## config.mk

```make
export PLATFORM = sky130hd
export DESIGN_NAME = fpu_issue_sched_flat
export DESIGN_NICKNAME = d
export VERILOG_FILES = /design/src/rtl/fpu_issue_sched_pkg.sv /design/src/rtl/fpu_issue_sched_if.sv /design/src/rtl/fpu_issue_sched.sv /design/src/flat_wrapper.sv
export SDC_FILE = /design/constraint.sdc
export NUM_CORES = 1
export LEC_CHECK = 0
export CAP_MARGIN = 15
export CORE_ASPECT_RATIO = 0.5
export CORE_MARGIN = 4
export CORE_UTILIZATION = 30
export CTS_BUF_LIST = sky130_fd_sc_hd__clkbuf_2
export DETAILED_ROUTE_END_ITERATION = 10
export PLACE_DENSITY = 0.55
export SYNTH_ARGS = -nofsm -noshare
export SYNTH_HDL_FRONTEND = slang
export SYNTH_SLANG_ARGS = --single-unit
```

## constraint.sdc

```tcl
create_clock -name clk -period 5.8 [get_ports clk]
set_input_delay 0.58 -clock clk [delete_from_list [all_inputs] [get_ports clk]]
set_output_delay 0.58 -clock clk [all_outputs]
set_load 0.03 [all_outputs]
```

## src/rtl/fpu_issue_sched_pkg.sv

```systemverilog
// Shared FP opcode encoding for the FPU issue path.
package fpu_issue_sched_pkg;

    typedef enum logic [3:0] {
        SP_ADD    = 4'd0,
        SP_SUB    = 4'd1,
        SP_MUL    = 4'd2,
        SP_CMP_LT = 4'd3,
        SP_CMP_LE = 4'd4,
        SP_CMP_EQ = 4'd5,
        DP_ADD    = 4'd6,
        DP_SUB    = 4'd7,
        DP_MUL    = 4'd8,
        DP_CMP_LT = 4'd9,
        DP_CMP_LE = 4'd10,
        DP_CMP_EQ = 4'd11
    } opcode_t;

    // Compares additionally depend on an FCR source.
    function automatic logic is_cmp(opcode_t op);
        return (op == SP_CMP_LT) || (op == SP_CMP_LE) || (op == SP_CMP_EQ) ||
               (op == DP_CMP_LT) || (op == DP_CMP_LE) || (op == DP_CMP_EQ);
    endfunction

endpackage

```

## src/rtl/fpu_issue_sched_if.sv

```systemverilog
// Dispatch-side enqueue handshake and FPU-side start bus of the FP issue queue.
interface fpu_issue_sched_if
    import fpu_issue_sched_pkg::*;
#(
    parameter int unsigned LG_PRF_WIDTH = 4,
    parameter int unsigned LG_ROB_WIDTH = 4,
    parameter int unsigned LG_FCR_WIDTH = 4
);
    logic                    enq_val;
    logic                    enq_rdy;
    opcode_t                 enq_opcode;
    logic [LG_PRF_WIDTH-1:0] enq_src_a;
    logic [LG_PRF_WIDTH-1:0] enq_src_b;
    logic [LG_FCR_WIDTH-1:0] enq_fcr_src;
    logic [LG_PRF_WIDTH-1:0] enq_dst;
    logic [LG_FCR_WIDTH-1:0] enq_fcr_dst;
    logic [2:0]              enq_fcr_sel;
    logic [LG_ROB_WIDTH-1:0] enq_rob;

    logic                    iss_val;
    opcode_t                 iss_opcode;
    logic [LG_PRF_WIDTH-1:0] iss_src_a;
    logic [LG_PRF_WIDTH-1:0] iss_src_b;
    logic [LG_FCR_WIDTH-1:0] iss_fcr_src;
    logic [LG_PRF_WIDTH-1:0] iss_dst;
    logic [LG_FCR_WIDTH-1:0] iss_fcr_dst;
    logic [2:0]              iss_fcr_sel;
    logic [LG_ROB_WIDTH-1:0] iss_rob;

    modport master (
        output enq_val, enq_opcode, enq_src_a, enq_src_b, enq_fcr_src,
               enq_dst, enq_fcr_dst, enq_fcr_sel, enq_rob,
        input  enq_rdy,
        input  iss_val, iss_opcode, iss_src_a, iss_src_b, iss_fcr_src,
               iss_dst, iss_fcr_dst, iss_fcr_sel, iss_rob
    );

    modport slave (
        input  enq_val, enq_opcode, enq_src_a, enq_src_b, enq_fcr_src,
               enq_dst, enq_fcr_dst, enq_fcr_sel, enq_rob,
        output enq_rdy,
        output iss_val, iss_opcode, iss_src_a, iss_src_b, iss_fcr_src,
               iss_dst, iss_fcr_dst, iss_fcr_sel, iss_rob
    );

endinterface

```

## src/rtl/fpu_issue_sched.sv

```systemverilog
// Compacting age-ordered FP issue queue: holds renamed ops until operands are
// ready and starts the oldest ready one into the fixed-latency FPU each cycle.
module fpu_issue_sched
    import fpu_issue_sched_pkg::*;
#(
    parameter int unsigned N_ENTRIES    = 4,
    parameter int unsigned LG_PRF_WIDTH = 4,
    parameter int unsigned LG_ROB_WIDTH = 4,
    parameter int unsigned LG_FCR_WIDTH = 4
) (
    input  logic                           clk,
    input  logic                           reset,
    input  logic                           flush,
    input  logic [(2**LG_PRF_WIDTH)-1:0]   prf_rdy,
    input  logic [(2**LG_FCR_WIDTH)-1:0]   fcr_rdy,
    input  logic                           wb_block,
    output logic [$clog2(N_ENTRIES):0]     count,
    output logic                           empty,
    fpu_issue_sched_if.slave               ifc
);
    localparam int unsigned CNT_W = $clog2(N_ENTRIES) + 1;
    localparam int unsigned IDX_W = $clog2(N_ENTRIES);

    typedef struct packed {
        opcode_t                 opcode;
        logic [LG_PRF_WIDTH-1:0] src_a;
        logic [LG_PRF_WIDTH-1:0] src_b;
        logic [LG_FCR_WIDTH-1:0] fcr_src;
        logic [LG_PRF_WIDTH-1:0] dst;
        logic [LG_FCR_WIDTH-1:0] fcr_dst;
        logic [2:0]              fcr_sel;
        logic [LG_ROB_WIDTH-1:0] rob;
    } entry_t;

    entry_t               ent_q [N_ENTRIES];
    entry_t               ent_d [N_ENTRIES];
    logic [N_ENTRIES-1:0] vld_q;
    logic [N_ENTRIES-1:0] vld_d;
    logic [CNT_W-1:0]     count_q;
    logic [CNT_W-1:0]     count_d;
    logic [CNT_W-1:0]     wr_idx;
    logic [N_ENTRIES-1:0] rdy_c;
    logic [IDX_W-1:0]     sel;
    logic                 iss_fire;
    logic                 enq_fire;
    entry_t               enq_ent;

    // Per-entry readiness from the live register scoreboards.
    always_comb begin
        rdy_c = '0;
        for (int i = 0; i < int'(N_ENTRIES); i++) begin
            rdy_c[i] = vld_q[i]
                     & prf_rdy[ent_q[i].src_a]
                     & prf_rdy[ent_q[i].src_b]
                     & (~is_cmp(ent_q[i].opcode) | fcr_rdy[ent_q[i].fcr_src]);
        end
    end

    // Oldest ready entry wins: scan from the top so the lowest index sticks.
    always_comb begin
        sel = '0;
        for (int i = int'(N_ENTRIES) - 1; i >= 0; i--) begin
            if (rdy_c[i]) sel = IDX_W'(i);
        end
    end

    // Reset is treated like a flush so nothing escapes during it.
    assign iss_fire    = (|rdy_c) & ~wb_block & ~flush & ~reset;
    assign ifc.enq_rdy = (count_q < CNT_W'(N_ENTRIES));
    assign enq_fire    = ifc.enq_val & ifc.enq_rdy & ~flush;

    assign enq_ent = '{
        opcode:  ifc.enq_opcode,
        src_a:   ifc.enq_src_a,
        src_b:   ifc.enq_src_b,
        fcr_src: ifc.enq_fcr_src,
        dst:     ifc.enq_dst,
        fcr_dst: ifc.enq_fcr_dst,
        fcr_sel: ifc.enq_fcr_sel,
        rob:     ifc.enq_rob
    };

    assign ifc.iss_val     = iss_fire;
    assign ifc.iss_opcode  = ent_q[sel].opcode;
    assign ifc.iss_src_a   = ent_q[sel].src_a;
    assign ifc.iss_src_b   = ent_q[sel].src_b;
    assign ifc.iss_fcr_src = ent_q[sel].fcr_src;
    assign ifc.iss_dst     = ent_q[sel].dst;
    assign ifc.iss_fcr_dst = ent_q[sel].fcr_dst;
    assign ifc.iss_fcr_sel = ent_q[sel].fcr_sel;
    assign ifc.iss_rob     = ent_q[sel].rob;

    // Compaction above the issued slot, then the new op lands in the post-shift tail.
    always_comb begin
        ent_d   = ent_q;
        vld_d   = vld_q;
        wr_idx  = count_q - CNT_W'(iss_fire);
        count_d = count_q + CNT_W'(enq_fire) - CNT_W'(iss_fire);
        if (iss_fire) begin
            for (int i = 0; i < int'(N_ENTRIES) - 1; i++) begin
                if (i >= int'(sel)) begin
                    ent_d[i] = ent_q[i+1];
                    vld_d[i] = vld_q[i+1];
                end
            end
            vld_d[N_ENTRIES-1] = 1'b0;
        end
        if (enq_fire) begin
            for (int i = 0; i < int'(N_ENTRIES); i++) begin
                if (wr_idx == CNT_W'(i)) begin
                    ent_d[i] = enq_ent;
                    vld_d[i] = 1'b1;
                end
            end
        end
        if (flush) begin
            vld_d   = '0;
            count_d = '0;
        end
    end

    always_ff @(posedge clk) begin
        if (reset) begin
            vld_q   <= '0;
            count_q <= '0;
        end else begin
            vld_q   <= vld_d;
            count_q <= count_d;
        end
    end

    // Payload needs no reset; validity lives in vld_q.
    always_ff @(posedge clk) begin
        ent_q <= ent_d;
    end

    assign count = count_q;
    assign empty = (count_q == '0);

endmodule

```

## src/flat_wrapper.sv

```systemverilog
// flat-port wrapper written by rule: the top's interface ports become plain ports
module fpu_issue_sched_flat import fpu_issue_sched_pkg::*;
#(
    parameter int unsigned N_ENTRIES    = 4,
    parameter int unsigned LG_PRF_WIDTH = 4,
    parameter int unsigned LG_ROB_WIDTH = 4,
    parameter int unsigned LG_FCR_WIDTH = 4
)
  (clk, reset, flush, prf_rdy, fcr_rdy, wb_block, count, empty, ifc_enq_val, ifc_enq_opcode, ifc_enq_src_a, ifc_enq_src_b, ifc_enq_fcr_src, ifc_enq_dst, ifc_enq_fcr_dst, ifc_enq_fcr_sel, ifc_enq_rob, ifc_enq_rdy, ifc_iss_val, ifc_iss_opcode, ifc_iss_src_a, ifc_iss_src_b, ifc_iss_fcr_src, ifc_iss_dst, ifc_iss_fcr_dst, ifc_iss_fcr_sel, ifc_iss_rob);
  fpu_issue_sched_if #(.LG_PRF_WIDTH(LG_PRF_WIDTH), .LG_ROB_WIDTH(LG_ROB_WIDTH), .LG_FCR_WIDTH(LG_FCR_WIDTH)) ifc_i ();
  input  logic clk;
  input  logic reset;
  input  logic flush;
  input  logic [(2**LG_PRF_WIDTH)-1:0] prf_rdy;
  input  logic [(2**LG_FCR_WIDTH)-1:0] fcr_rdy;
  input  logic wb_block;
  output logic [$clog2(N_ENTRIES):0] count;
  output logic empty;
  input wire logic [$bits(ifc_i.enq_val)-1:0] ifc_enq_val;
  input wire logic [$bits(ifc_i.enq_opcode)-1:0] ifc_enq_opcode;
  input wire logic [$bits(ifc_i.enq_src_a)-1:0] ifc_enq_src_a;
  input wire logic [$bits(ifc_i.enq_src_b)-1:0] ifc_enq_src_b;
  input wire logic [$bits(ifc_i.enq_fcr_src)-1:0] ifc_enq_fcr_src;
  input wire logic [$bits(ifc_i.enq_dst)-1:0] ifc_enq_dst;
  input wire logic [$bits(ifc_i.enq_fcr_dst)-1:0] ifc_enq_fcr_dst;
  input wire logic [$bits(ifc_i.enq_fcr_sel)-1:0] ifc_enq_fcr_sel;
  input wire logic [$bits(ifc_i.enq_rob)-1:0] ifc_enq_rob;
  output wire logic [$bits(ifc_i.enq_rdy)-1:0] ifc_enq_rdy;
  output wire logic [$bits(ifc_i.iss_val)-1:0] ifc_iss_val;
  output wire logic [$bits(ifc_i.iss_opcode)-1:0] ifc_iss_opcode;
  output wire logic [$bits(ifc_i.iss_src_a)-1:0] ifc_iss_src_a;
  output wire logic [$bits(ifc_i.iss_src_b)-1:0] ifc_iss_src_b;
  output wire logic [$bits(ifc_i.iss_fcr_src)-1:0] ifc_iss_fcr_src;
  output wire logic [$bits(ifc_i.iss_dst)-1:0] ifc_iss_dst;
  output wire logic [$bits(ifc_i.iss_fcr_dst)-1:0] ifc_iss_fcr_dst;
  output wire logic [$bits(ifc_i.iss_fcr_sel)-1:0] ifc_iss_fcr_sel;
  output wire logic [$bits(ifc_i.iss_rob)-1:0] ifc_iss_rob;
  assign ifc_i.enq_val = ifc_enq_val;
  assign ifc_i.enq_opcode = ifc_enq_opcode;
  assign ifc_i.enq_src_a = ifc_enq_src_a;
  assign ifc_i.enq_src_b = ifc_enq_src_b;
  assign ifc_i.enq_fcr_src = ifc_enq_fcr_src;
  assign ifc_i.enq_dst = ifc_enq_dst;
  assign ifc_i.enq_fcr_dst = ifc_enq_fcr_dst;
  assign ifc_i.enq_fcr_sel = ifc_enq_fcr_sel;
  assign ifc_i.enq_rob = ifc_enq_rob;
  assign ifc_enq_rdy = ifc_i.enq_rdy;
  assign ifc_iss_val = ifc_i.iss_val;
  assign ifc_iss_opcode = ifc_i.iss_opcode;
  assign ifc_iss_src_a = ifc_i.iss_src_a;
  assign ifc_iss_src_b = ifc_i.iss_src_b;
  assign ifc_iss_fcr_src = ifc_i.iss_fcr_src;
  assign ifc_iss_dst = ifc_i.iss_dst;
  assign ifc_iss_fcr_dst = ifc_i.iss_fcr_dst;
  assign ifc_iss_fcr_sel = ifc_i.iss_fcr_sel;
  assign ifc_iss_rob = ifc_i.iss_rob;
  fpu_issue_sched #(.N_ENTRIES(N_ENTRIES), .LG_PRF_WIDTH(LG_PRF_WIDTH), .LG_ROB_WIDTH(LG_ROB_WIDTH), .LG_FCR_WIDTH(LG_FCR_WIDTH)) u_core (.clk(clk), .reset(reset), .flush(flush), .prf_rdy(prf_rdy), .fcr_rdy(fcr_rdy), .wb_block(wb_block), .count(count), .empty(empty), .ifc(ifc_i));
endmodule
```

==> results.txt, run 1 <==
----------------------------------------------------
[Run status]
  Outcome ... complete, no violations

[Timing]
  Setup total negative slack ... 0 ps
  Fin crit period ... 5323 ps
  Fmax ... 0.1879 GHz
  Worst clock skew ... 31.62 ps
  Max transition margin ... 32.87%
  Final Max Tran Viols ... 0
  Finish-stage setup viols ... 0
  Slew of the pin with the lowest slew margin ... 1007 ps
  Unrepaired setup endpoints after global routing ... no
  Period Utilization, post-route ... 91.78%
  Worst-case setup margin in the final layout ... 476.7 ps
  Total count of hold-check failures in the final report ... 0

[Floorplan]
  Die boundary height ... 122.4 um
  Floorplan die area ... 29000 um^2
  FP Rows ... 41
  Core area ... 25500 um^2
  Top-level port count ... 105
  Width of the die ... 236.9 um
  Initial core utilization ... 30.82%

[Placement]
  Count of buffers from port buffering ... 104
  Half-perimeter wire length of the detailed placement result ... 16420 um
  Worst slack at placement ... 738.4 ps
  Final weighted congestion in routability-driven placement ... 0.8292

[Power and ir drop]
  Share of power burned in combinational logic ... 29.5%
  Sw Share ... 35.21%
  Total net switching power ... 973.2 uW
  Clock share of power ... 21.5%
  Portion of total power attributed to sequential cells ... 49.0%
  Total internal power ... 1791 uW
  Pwr Density ... 290.8 nW/um^2
  Leakage power of the design ... 0.003416 uW
  Worst vdd rail ir drop ... 0.1088 mV

[Global route]
  Vias in the first global route ... 5953
  Pin count of the biggest net entering global routing ... 29
  Total grt overflow ... 0
  Total global-route track usage ... 15.47%
  Initial antenna violation count ... 1
  Wire length of the first global-routing pass ... 34780 um

[Critical path]
  Critical path class ... flop to output pin
  Kind of launch point of the worst setup path ... flop
  Number of cells on the worst reg-to-reg path ... 13
  Worst flop-to-flop path startpoint ... u_core.ent_q[54]
  Required time worst endpoint ... 5220 ps
  Crit. End Element ... output pin
  Largest driver fanout on the critical path ... 16
  Setup slack on the worst flop-to-flop path ... 1250 ps
  Worst endpoint data arrival time ... 4740 ps
  Critical R2R Capture ... u_core.ent_q[87]

[Run]
  Max capacitance violation total ... 0

[Clocking]
  Max Root-Sink Buffers ... 2
  Sinks on Clock Net ... 131
  CTS Root Buffer Type ... sky130_fd_sc_hd__clkbuf_2
  Worst-Skew Late Latency ... 720 ps
  Clock tree from TritonCTS ... built
  Total CTS buffers ... 17
  Deepest level of the CTS H-tree ... 4
  Number of buffers inserted by hold repair at cts ... 0
  Setup repair bufs after CTS ... 0
  Clock slew at reported path FFs ... 210 ps
  Post-CTS resize count ... 0

[Logic synthesis]
  Async SR Flop Fraction ... 0%
  Adder-cell share of the synthesized area ... 1.051%
  Synthesized Nets ... 816
  Dominant combinational cell family by area after synthesis ... multiplexers
  Sequential-to-total area share from yosys stat ... 37.32%
  Compound-gate portion of the synthesized area ... 9.061%
  Cells after Synth ... 742
  Mapped Area ... 7858 um^2
  Distinct cell type count after synthesis ... 39
  Post-synthesis simple-gate area fraction ... 7.803%
  Synthesized area per cell ... 10.59 um^2
  Yosys synthesis warning count ... 0
  Number of flops mapped to enable cells by yosys ... 31
  Primary flip-flop cell chosen by synthesis mapping ... sky130_fd_sc_hd__dfxtp_1
  Synthesized flop and latch total ... 131
  Xor and xnor fraction of the mapped netlist area ... 0.2229%
  Post-synthesis mux area share ... 40.46%

[Final layout]
  Highest-count cells in the layout ignoring fill and taps ... sky130_fd_sc_hd__mux2i_1, sky130_fd_sc_hd__clkdlybuf4s50_1, sky130_fd_sc_hd__dfxtp_1
  Leading cell type in the layout, fill and taps excluded ... sky130_fd_sc_hd__mux2i_1
  Final nets ... 899
  Share of final-layout standard cells stronger than drive strength 1 ... 12.17%
  Area added between synthesis and finish ... 20.96%

[Route]
  Final WL ... 22660 um
  Number of detailed-routing iterations run before antenna repair ... 5
  Drc violations ... 0
  Mean number of vias per cell ... 5.083
  Wirelength per Cell ... 19.16 um
  Total via count after detailed routing ... 6013
  Remaining antenna violation count after routing ... 0
  Iter 0 DRT Violations ... 386

[Hold path]
  Number of cells traversed by the worst hold path ... 3
  Endpoint with the worst hold slack ... u_core.ent_q[94]
  Launch instance of the worst min-delay path ... ifc_enq_rob[1]
  Hold Crit Class ... input port to flop

----------------------------------------------------
## sequential cells by signal, indices dropped and copies added, names as in the netlist
register      count
u_core.ent_q    124
u_core.count      3
u_core.vld_q      4
## kinds of logic after synthesis
logic type	after synthesis
xor+xnor	2
simple gates	145
fa+ha+maj	6
buf+inv	66
mux	261
compound gates	131
flops	131
## metal layers
layer,GRT usage [%],up-vias,wire [um]
met5,0,-,0
met4,3.716,0,236
met3,3.256,20,782
met2,26.68,108,11120
met1,20.11,2973,10520
li1,-,2912,-
## cell usage after synthesis, drive strengths merged (4+ instances only)
| cell type | n | area, um^2 |
|---|---|---|
| inv | 11 | 41.29 |
| nand3 | 7 | 35.03 |
| a21oi | 43 | 215.2 |
| and2 | 4 | 25.03 |
| a22oi | 6 | 45.04 |
| mux2i | 213 | 2132 |
| buf | 28 | 177.7 |
| edfxtp | 31 | 930.9 |
| nor2 | 44 | 165.2 |
| o21ai | 69 | 345.3 |
| nand2 | 70 | 262.8 |
| ha | 5 | 62.56 |
| clkbuf | 27 | 101.4 |
| nor2b | 11 | 68.82 |
| nand2b | 4 | 25.02 |
| dfxtp | 100 | 2002 |
| mux4 | 45 | 1013 |
## final cells by class
type                            count  area [um^2]
Antenna cell                        1        2.502
Clock buffer                       17        85.08
Clock inverter                     15        163.9
Fill cell                        2477        15990
Inverter                           11        41.29
Multi-Input combinational cell    545         4657
Sequential cell                   131         2933
Tap cell                          344        430.4
Timing Repair Buffer              119         1191
## critical path, cell delays in order, from the launching register on
cell	delay (ps)
sky130_fd_sc_hd__dfxtp_1	620
sky130_fd_sc_hd__mux4_2	580
sky130_fd_sc_hd__mux4_2	540
sky130_fd_sc_hd__o21a_1	150
sky130_fd_sc_hd__and2_0	150
sky130_fd_sc_hd__o21ai_0	190
sky130_fd_sc_hd__nand2b_2	460
sky130_fd_sc_hd__buf_12	360
sky130_fd_sc_hd__mux2i_1	250
sky130_fd_sc_hd__clkdlybuf4s50_1	720
## power by group through the flow
stage | clock network, uW | registers, uW | logic, uW
global placement | 0 | 1370 | 802
finish | 593 | 1360 | 815
CTS | 610 | 1360 | 817
global route | 654 | 1390 | 888
floorplan | 0 | 1240 | 622
detailed placement | 0 | 1380 | 813
## through the flow
step,power (uW),instances,area [um^2],util [%],hold slack [ps]
after floorplan,1866,742,7858,-,475.5
after global placement,2174,1150,9253,36.29,518.8
after detailed placement,2191,1150,9253,36.29,531.7
after CTS,2784,1182,9502,37.27,423.5
after global routing,2934,1183,9504,37.28,416.5
final,2764,1183,9504,37.28,491.1
## how the worst max path moves through the flow
stage	end	slack, ps	cells past startpoint	from
after floorplan	u_core.ent_q[0]	1710	11	prf_rdy[15]
after global routing	ifc_iss_fcr_dst[2]	250	9	u_core.ent_q[54]
after global placement	ifc_iss_fcr_dst[3]	730	10	prf_rdy[15]
after CTS	ifc_iss_fcr_dst[3]	430	9	u_core.ent_q[54]
final	ifc_iss_fcr_dst[3]	480	9	u_core.ent_q[54]
after detailed placement	ifc_iss_fcr_dst[3]	740	10	prf_rdy[11]
Power figures use the tool's default switching activity.
==> run 2, diff against run 1 <==
--- a/config.mk
+++ b/config.mk
@@ -5,12 +5,14 @@
 export SDC_FILE = /design/constraint.sdc
 export NUM_CORES = 1
 export LEC_CHECK = 0
+export ABC_CLOCK_PERIOD_IN_PS = 5800
 export CAP_MARGIN = 15
-export CORE_ASPECT_RATIO = 0.5
+export CORE_ASPECT_RATIO = 1.1
 export CORE_MARGIN = 4
 export CORE_UTILIZATION = 30
 export CTS_BUF_LIST = sky130_fd_sc_hd__clkbuf_2
 export DETAILED_ROUTE_END_ITERATION = 10
+export MAX_ROUTING_LAYER = met4
 export PLACE_DENSITY = 0.55
 export SYNTH_ARGS = -nofsm -noshare
 export SYNTH_HDL_FRONTEND = slang
==> results.txt, run 2 (synthesis gave the netlist of run 1 again) <==
----------------------------------------------------
[Run status]
  Outcome ... complete, no violations

[Clocking]
  Total CTS buffers ... 17
  Setup repair bufs after CTS ... 0
  Worst-Skew Late Latency ... 700 ps
  Number of buffers inserted by hold repair at cts ... 0
  Sinks on Clock Net ... 131
  Clock tree from TritonCTS ... built
  Max Root-Sink Buffers ... 2
  Deepest level of the CTS H-tree ... 4
  CTS Root Buffer Type ... sky130_fd_sc_hd__clkbuf_2
  Post-CTS resize count ... 0
  Clock slew at reported path FFs ... 240 ps

[Critical path]
  CP most frequent cell ... sky130_fd_sc_hd__mux4_2
  Delay of the slowest cell on the worst path ... 730 ps
  Critical path class ... flop to output pin
  Worst endpoint data arrival time ... 4680 ps
  Kind of launch point of the worst setup path ... flop
  Crit. End Element ... output pin
  Cell breakdown of the critical path ... mux4_2, mux4_2, o21a_1, and2_0, o21ai_0, nand2b_2, buf_12, mux2i_1, clkdlybuf4s50_1
  Largest delay share family, worst path ... multiplexers
  Count of buffering cells on the critical path with inverters included ... 2
  Worst-path cell with the longest stage delay ... sky130_fd_sc_hd__clkdlybuf4s50_1
  Required time worst endpoint ... 5220 ps
  Largest driver fanout on the critical path ... 18

[Final layout]
  Final Util ... 37.10%
  Leading cell type in the layout, fill and taps excluded ... sky130_fd_sc_hd__mux2i_1
  Highest-count cells in the layout ignoring fill and taps ... sky130_fd_sc_hd__mux2i_1, sky130_fd_sc_hd__clkdlybuf4s50_1, sky130_fd_sc_hd__dfxtp_1
  Share of final-layout standard cells stronger than drive strength 1 ... 12.22%
  Register bank with the most flops ... u_core.ent_q
  Area added between synthesis and finish ... 20.73%
  Final nets ... 896
  Final cell count without fillers ... 1182
  Flip-flop count of the largest register after layout ... 124
  Fill count ... 2550

[Route]
  Remaining antenna violation count after routing ... 0
  Drc violations ... 0
  Iter 0 DRT Violations ... 370
  Mean number of vias per cell ... 5.052
  Total via count after detailed routing ... 5972
  Wirelength per Cell ... 19.07 um
  Final WL ... 22540 um
  Number of detailed-routing iterations run before antenna repair ... 4

[Timing]
  Period Utilization, post-route ... 90.63%
  Max transition margin ... 50.18%
  Unrepaired setup endpoints after global routing ... no
  Fmax ... 0.1902 GHz
  Setup total negative slack ... 0 ps
  Finish-stage setup viols ... 0
  Slew of the pin with the lowest slew margin ... 747.3 ps
  Final Max Tran Viols ... 0
  Total count of hold-check failures in the final report ... 0
  Worst clock skew ... 45.85 ps
  Fin crit period ... 5257 ps

[Floorplan]
  FP Rows ... 61
  Initial core utilization ... 30.73%
  Width of the die ... 162.3 um
  Floorplan die area ... 28850 um^2
  Core area ... 25570 um^2
  Top-level port count ... 105
  Die boundary height ... 177.7 um

[Placement]
  Half-perimeter wire length of the detailed placement result ... 15880 um
  Count of buffers from port buffering ... 104
  Final weighted congestion in routability-driven placement ... 0.9284
  Number of placed instances with taps included ... 1149

[Global route]
  Pin count of the biggest net entering global routing ... 50
  Initial antenna violation count ... 1
  Total grt overflow ... 0
  Vias in the first global route ... 5955
  Wire length of the first global-routing pass ... 34950 um
  Total global-route track usage ... 16.14%

[Power and ir drop]
  Leakage power of the design ... 0.003411 uW
  Worst vdd rail ir drop ... 0.1342 mV
  Post-route total power ... 2706 uW
  Pwr Density ... 285.2 nW/um^2

[Run]
  Max capacitance violation total ... 0

[Hold path]
  Hold Crit Class ... input port to flop

----------------------------------------------------
## run 2: changes by cell type in the layout (fill, tap and decap cells not counted), sizes merged
| cell | before | now |
|---|---|---|
| inv | 13 | 20 |
| clkinvlp | 3 | 1 |
| buf | 15 | 12 |
| clkbuf | 17 | 18 |
| clkinv | 7 | 3 |
| bufinv | 3 | 1 |
## run 2: layout make-up
| type | instances | area [um^2] | share of cell area [%] |
|---|---|---|---|
| Antenna cell | 1 | 2.502 | 0.02638 |
| Clock buffer | 18 | 90.09 | 0.9496 |
| Inverter | 11 | 41.29 | 0.4352 |
| Clock inverter | 14 | 136.4 | 1.438 |
| Tap cell | 346 | 432.9 | 4.563 |
| Timing Repair Buffer | 116 | 1194 | 12.58 |
| Sequential cell | 131 | 2933 | 30.92 |
| Multi-Input combinational cell | 545 | 4657 | 49.09 |
## run 2: path summary, 6_finish.rpt
path              slack (ps)          startpoint                  to  depth (start not counted)
setup / recovery         540    u_core.ent_q[54]  ifc_iss_fcr_sel[2]                          9
hold / removal           500  ifc_enq_fcr_dst[0]    u_core.ent_q[69]                          3
setup reg to reg        1390    u_core.ent_q[54]    u_core.ent_q[11]                         12
hold reg to reg          550    u_core.ent_q[76]   u_core.ent_q[107]                          2
## run 2: metrics by stage
stage               setup slack [ps]  hold slack (ps)  instance area [um^2]
detailed placement             808.8            531.0                  9258
global route                   233.6            373.5                  9487
finish                         543.5            498.5                  9487
floorplan                       1706            475.5                  7858
global placement               845.6            521.4                  9258
CTS                            484.3            391.4                  9484
## run 2: power breakdown
part	internal, uW	total (uW)	switching [uW]
sequential	1110	1350	240
clock	169	549	379
combinational	446	807	361
## run 2: routing by layer
| metal | up-vias | track usage, % | routed length, um |
|---|---|---|---|
| li1 | 2913 | - | - |
| met1 | 2846 | 20.96 | 10340 |
| met2 | 187 | 26.36 | 10820 |
| met3 | 26 | 2.857 | 1055 |
| met4 | 0 | 3.842 | 324 |
| met5 | - | - | 0 |
## run 2: worst reg2reg max path, cell delays in order (launching register included)
cell and delay [ps]:
sky130_fd_sc_hd__dfxtp_1 660, sky130_fd_sc_hd__mux4_2 580, sky130_fd_sc_hd__mux4_2 490, sky130_fd_sc_hd__o21a_1 140, sky130_fd_sc_hd__a21boi_0 390, sky130_fd_sc_hd__a21o_1 250
sky130_fd_sc_hd__inv_1 100, sky130_fd_sc_hd__ha_1 250, sky130_fd_sc_hd__ha_1 190, sky130_fd_sc_hd__nor2b_1 220, sky130_fd_sc_hd__nor2b_1 190, sky130_fd_sc_hd__and2_2 390
sky130_fd_sc_hd__buf_12 260
==> run 3, diff against run 2 <==
--- a/config.mk
+++ b/config.mk
@@ -10,10 +10,10 @@
 export CORE_ASPECT_RATIO = 1.1
 export CORE_MARGIN = 4
 export CORE_UTILIZATION = 30
-export CTS_BUF_LIST = sky130_fd_sc_hd__clkbuf_2
+export CTS_BUF_LIST = sky130_fd_sc_hd__clkbuf_8
 export DETAILED_ROUTE_END_ITERATION = 10
 export MAX_ROUTING_LAYER = met4
-export PLACE_DENSITY = 0.55
+export PLACE_DENSITY = 0.5
 export SYNTH_ARGS = -nofsm -noshare
 export SYNTH_HDL_FRONTEND = slang
 export SYNTH_SLANG_ARGS = --single-unit
==> results.txt, run 3 (synthesis gave the netlist of run 1 again) <==
----------------------------------------------------
[Run status]
  Outcome ... complete, no violations

[Final layout]
  Register bank with the most flops ... u_core.ent_q
  Cell area after layout ... 9672 um^2
  Flip-flop count of the largest register after layout ... 124
  Fill count ... 2571
  Leading cell type in the layout, fill and taps excluded ... sky130_fd_sc_hd__mux2i_1
  Area added between synthesis and finish ... 23.09%
  Highest-count cells in the layout ignoring fill and taps ... sky130_fd_sc_hd__mux2i_1, sky130_fd_sc_hd__clkdlybuf4s50_1, sky130_fd_sc_hd__dfxtp_1
  Final nets ... 898
  Share of final-layout standard cells stronger than drive strength 1 ... 12.54%
  Area taken by flip-flops and latches ... 2933 um^2
  Multi-input gate area ... 4657 um^2

[Critical path]
  Number of cells on the worst reg-to-reg path ... 12
  Critical path class ... input port to output pin
  Required time worst endpoint ... 5220 ps
  Crit. End Element ... output pin
  Largest driver fanout on the critical path ... 16
  Worst endpoint data arrival time ... 4430 ps
  Kind of launch point of the worst setup path ... input port

[Clocking]
  Sinks on Clock Net ... 131
  Max Root-Sink Buffers ... 2
  Setup repair bufs after CTS ... 0
  Clock slew at reported path FFs ... 80 ps
  Deepest level of the CTS H-tree ... 4
  Total CTS buffers ... 17
  Number of buffers inserted by hold repair at cts ... 0
  Clock tree from TritonCTS ... built
  CTS Root Buffer Type ... sky130_fd_sc_hd__clkbuf_8
  Worst-Skew Late Latency ... 450 ps
  Post-CTS resize count ... 0

[Power and ir drop]
  Sw Share ... 34.77%
  Total internal power ... 1958 uW
  Post-route total power ... 3002 uW
  Total net switching power ... 1044 uW
  Worst vdd rail ir drop ... 0.1421 mV
  Clock share of power ... 27.9%
  Pwr Density ... 310.4 nW/um^2
  Leakage power of the design ... 0.003477 uW
  Share of power burned in combinational logic ... 26.9%
  Portion of total power attributed to sequential cells ... 45.3%

[Floorplan]
  FP Rows ... 61
  Width of the die ... 162.3 um
  Top-level port count ... 105
  Die boundary height ... 177.7 um
  Initial core utilization ... 30.73%
  Core area ... 25570 um^2
  Floorplan die area ... 28850 um^2

[Timing]
  Unrepaired setup endpoints after global routing ... no
  Max transition margin ... 41.97%
  Worst clock skew ... 24.24 ps
  Fin crit period ... 5008 ps
  Worst-case setup margin in the final layout ... 792.0 ps
  Setup total negative slack ... 0 ps
  Finish-stage setup viols ... 0
  Fmax ... 0.1997 GHz
  Final Max Tran Viols ... 0
  Period Utilization, post-route ... 86.35%
  Total count of hold-check failures in the final report ... 0
  Slew of the pin with the lowest slew margin ... 868.6 ps

[Hold path]
  Number of cells traversed by the worst hold path ... 2
  Hold Crit Class ... flop to flop

[Run]
  Max capacitance violation total ... 0

[Route]
  Drc violations ... 0
  Wirelength per Cell ... 19.95 um
  Remaining antenna violation count after routing ... 0
  Sum of met3 wire segment lengths after detailed routing ... 1067 um
  Total via count after detailed routing ... 5957
  Mean number of vias per cell ... 5.031
  Final WL ... 23620 um
  Top metal layer carrying routed signals ... met4
  Iter 0 DRT Violations ... 347
  Detailed-routed wire length on met2 ... 11560 um
  Number of detailed-routing iterations run before antenna repair ... 4
  Detailed-route wire length on metal 1 ... 10550 um

[Placement]
  Count of buffers from port buffering ... 104
  Worst slack at placement ... 785.5 ps
  Cell area after placement ... 9248 um^2
  Half-perimeter wire length of the detailed placement result ... 16500 um
  Final weighted congestion in routability-driven placement ... 0.9139

[Global route]
  Pin count of the biggest net entering global routing ... 37
  Initial antenna violation count ... 1
  Vias in the first global route ... 6216
  Total grt overflow ... 0
  Total global-route track usage ... 17.06%
  Wire length of the first global-routing pass ... 36810 um

----------------------------------------------------
run 3: power by group through the flow:
stage | Sequential (uW) | Clock, uW | Combinational [uW]
after global routing | 1390 | 911 | 888
after floorplan | 1240 | 0 | 622
after detailed placement | 1380 | 0 | 810
after global placement | 1380 | 0 | 808
final | 1360 | 837 | 807
after CTS | 1360 | 872 | 815
run 3: worst max-delay path, stage by stage:
cell,delay (ps)
sky130_fd_sc_hd__clkdlybuf4s50_1,570
sky130_fd_sc_hd__mux4_2,540
sky130_fd_sc_hd__mux4_2,510
sky130_fd_sc_hd__o311a_1,190
sky130_fd_sc_hd__a31oi_2,370
sky130_fd_sc_hd__nor2b_4,290
sky130_fd_sc_hd__buf_4,320
sky130_fd_sc_hd__mux2i_1,120
sky130_fd_sc_hd__mux2i_1,230
sky130_fd_sc_hd__clkdlybuf4s50_1,720
run 3: final timing paths:
| kind | start | end | slack [ps] |
|---|---|---|---|
| max | prf_rdy[3] | ifc_iss_src_b[1] | 790 |
| min | u_core.vld_q[0] | u_core.vld_q[0] | 530 |
| max reg2reg | u_core.ent_q[54] | u_core.ent_q[11] | 1540 |
| min reg2reg | u_core.vld_q[0] | u_core.vld_q[0] | 530 |
run 3: stage by stage:
stage	cells	hold WS (ps)	util [%]
after detailed placement	1151	517.4	36.17
final	1184	534.1	37.83
after global placement	1151	507.8	36.17
after global routing	1184	576.3	37.83
after floorplan	742	475.5	-
after CTS	1183	528.1	37.82
run 3: layout make-up:
class	count	share of cell area, %
timing repair buffer	118	12.24
multi-input combinational	545	48.15
clock inverter	15	1.940
clock buffer	17	2.419
inverter	11	0.4269
antenna	1	0.02587
tap	346	4.476
sequential	131	30.32
run 3: per-layer routing:
metal,vias to the layer above,track usage [%]
met5,-,-
met4,0,5.005
met3,28,3.391
met2,156,28.20
met1,2857,21.28
li1,2916,-
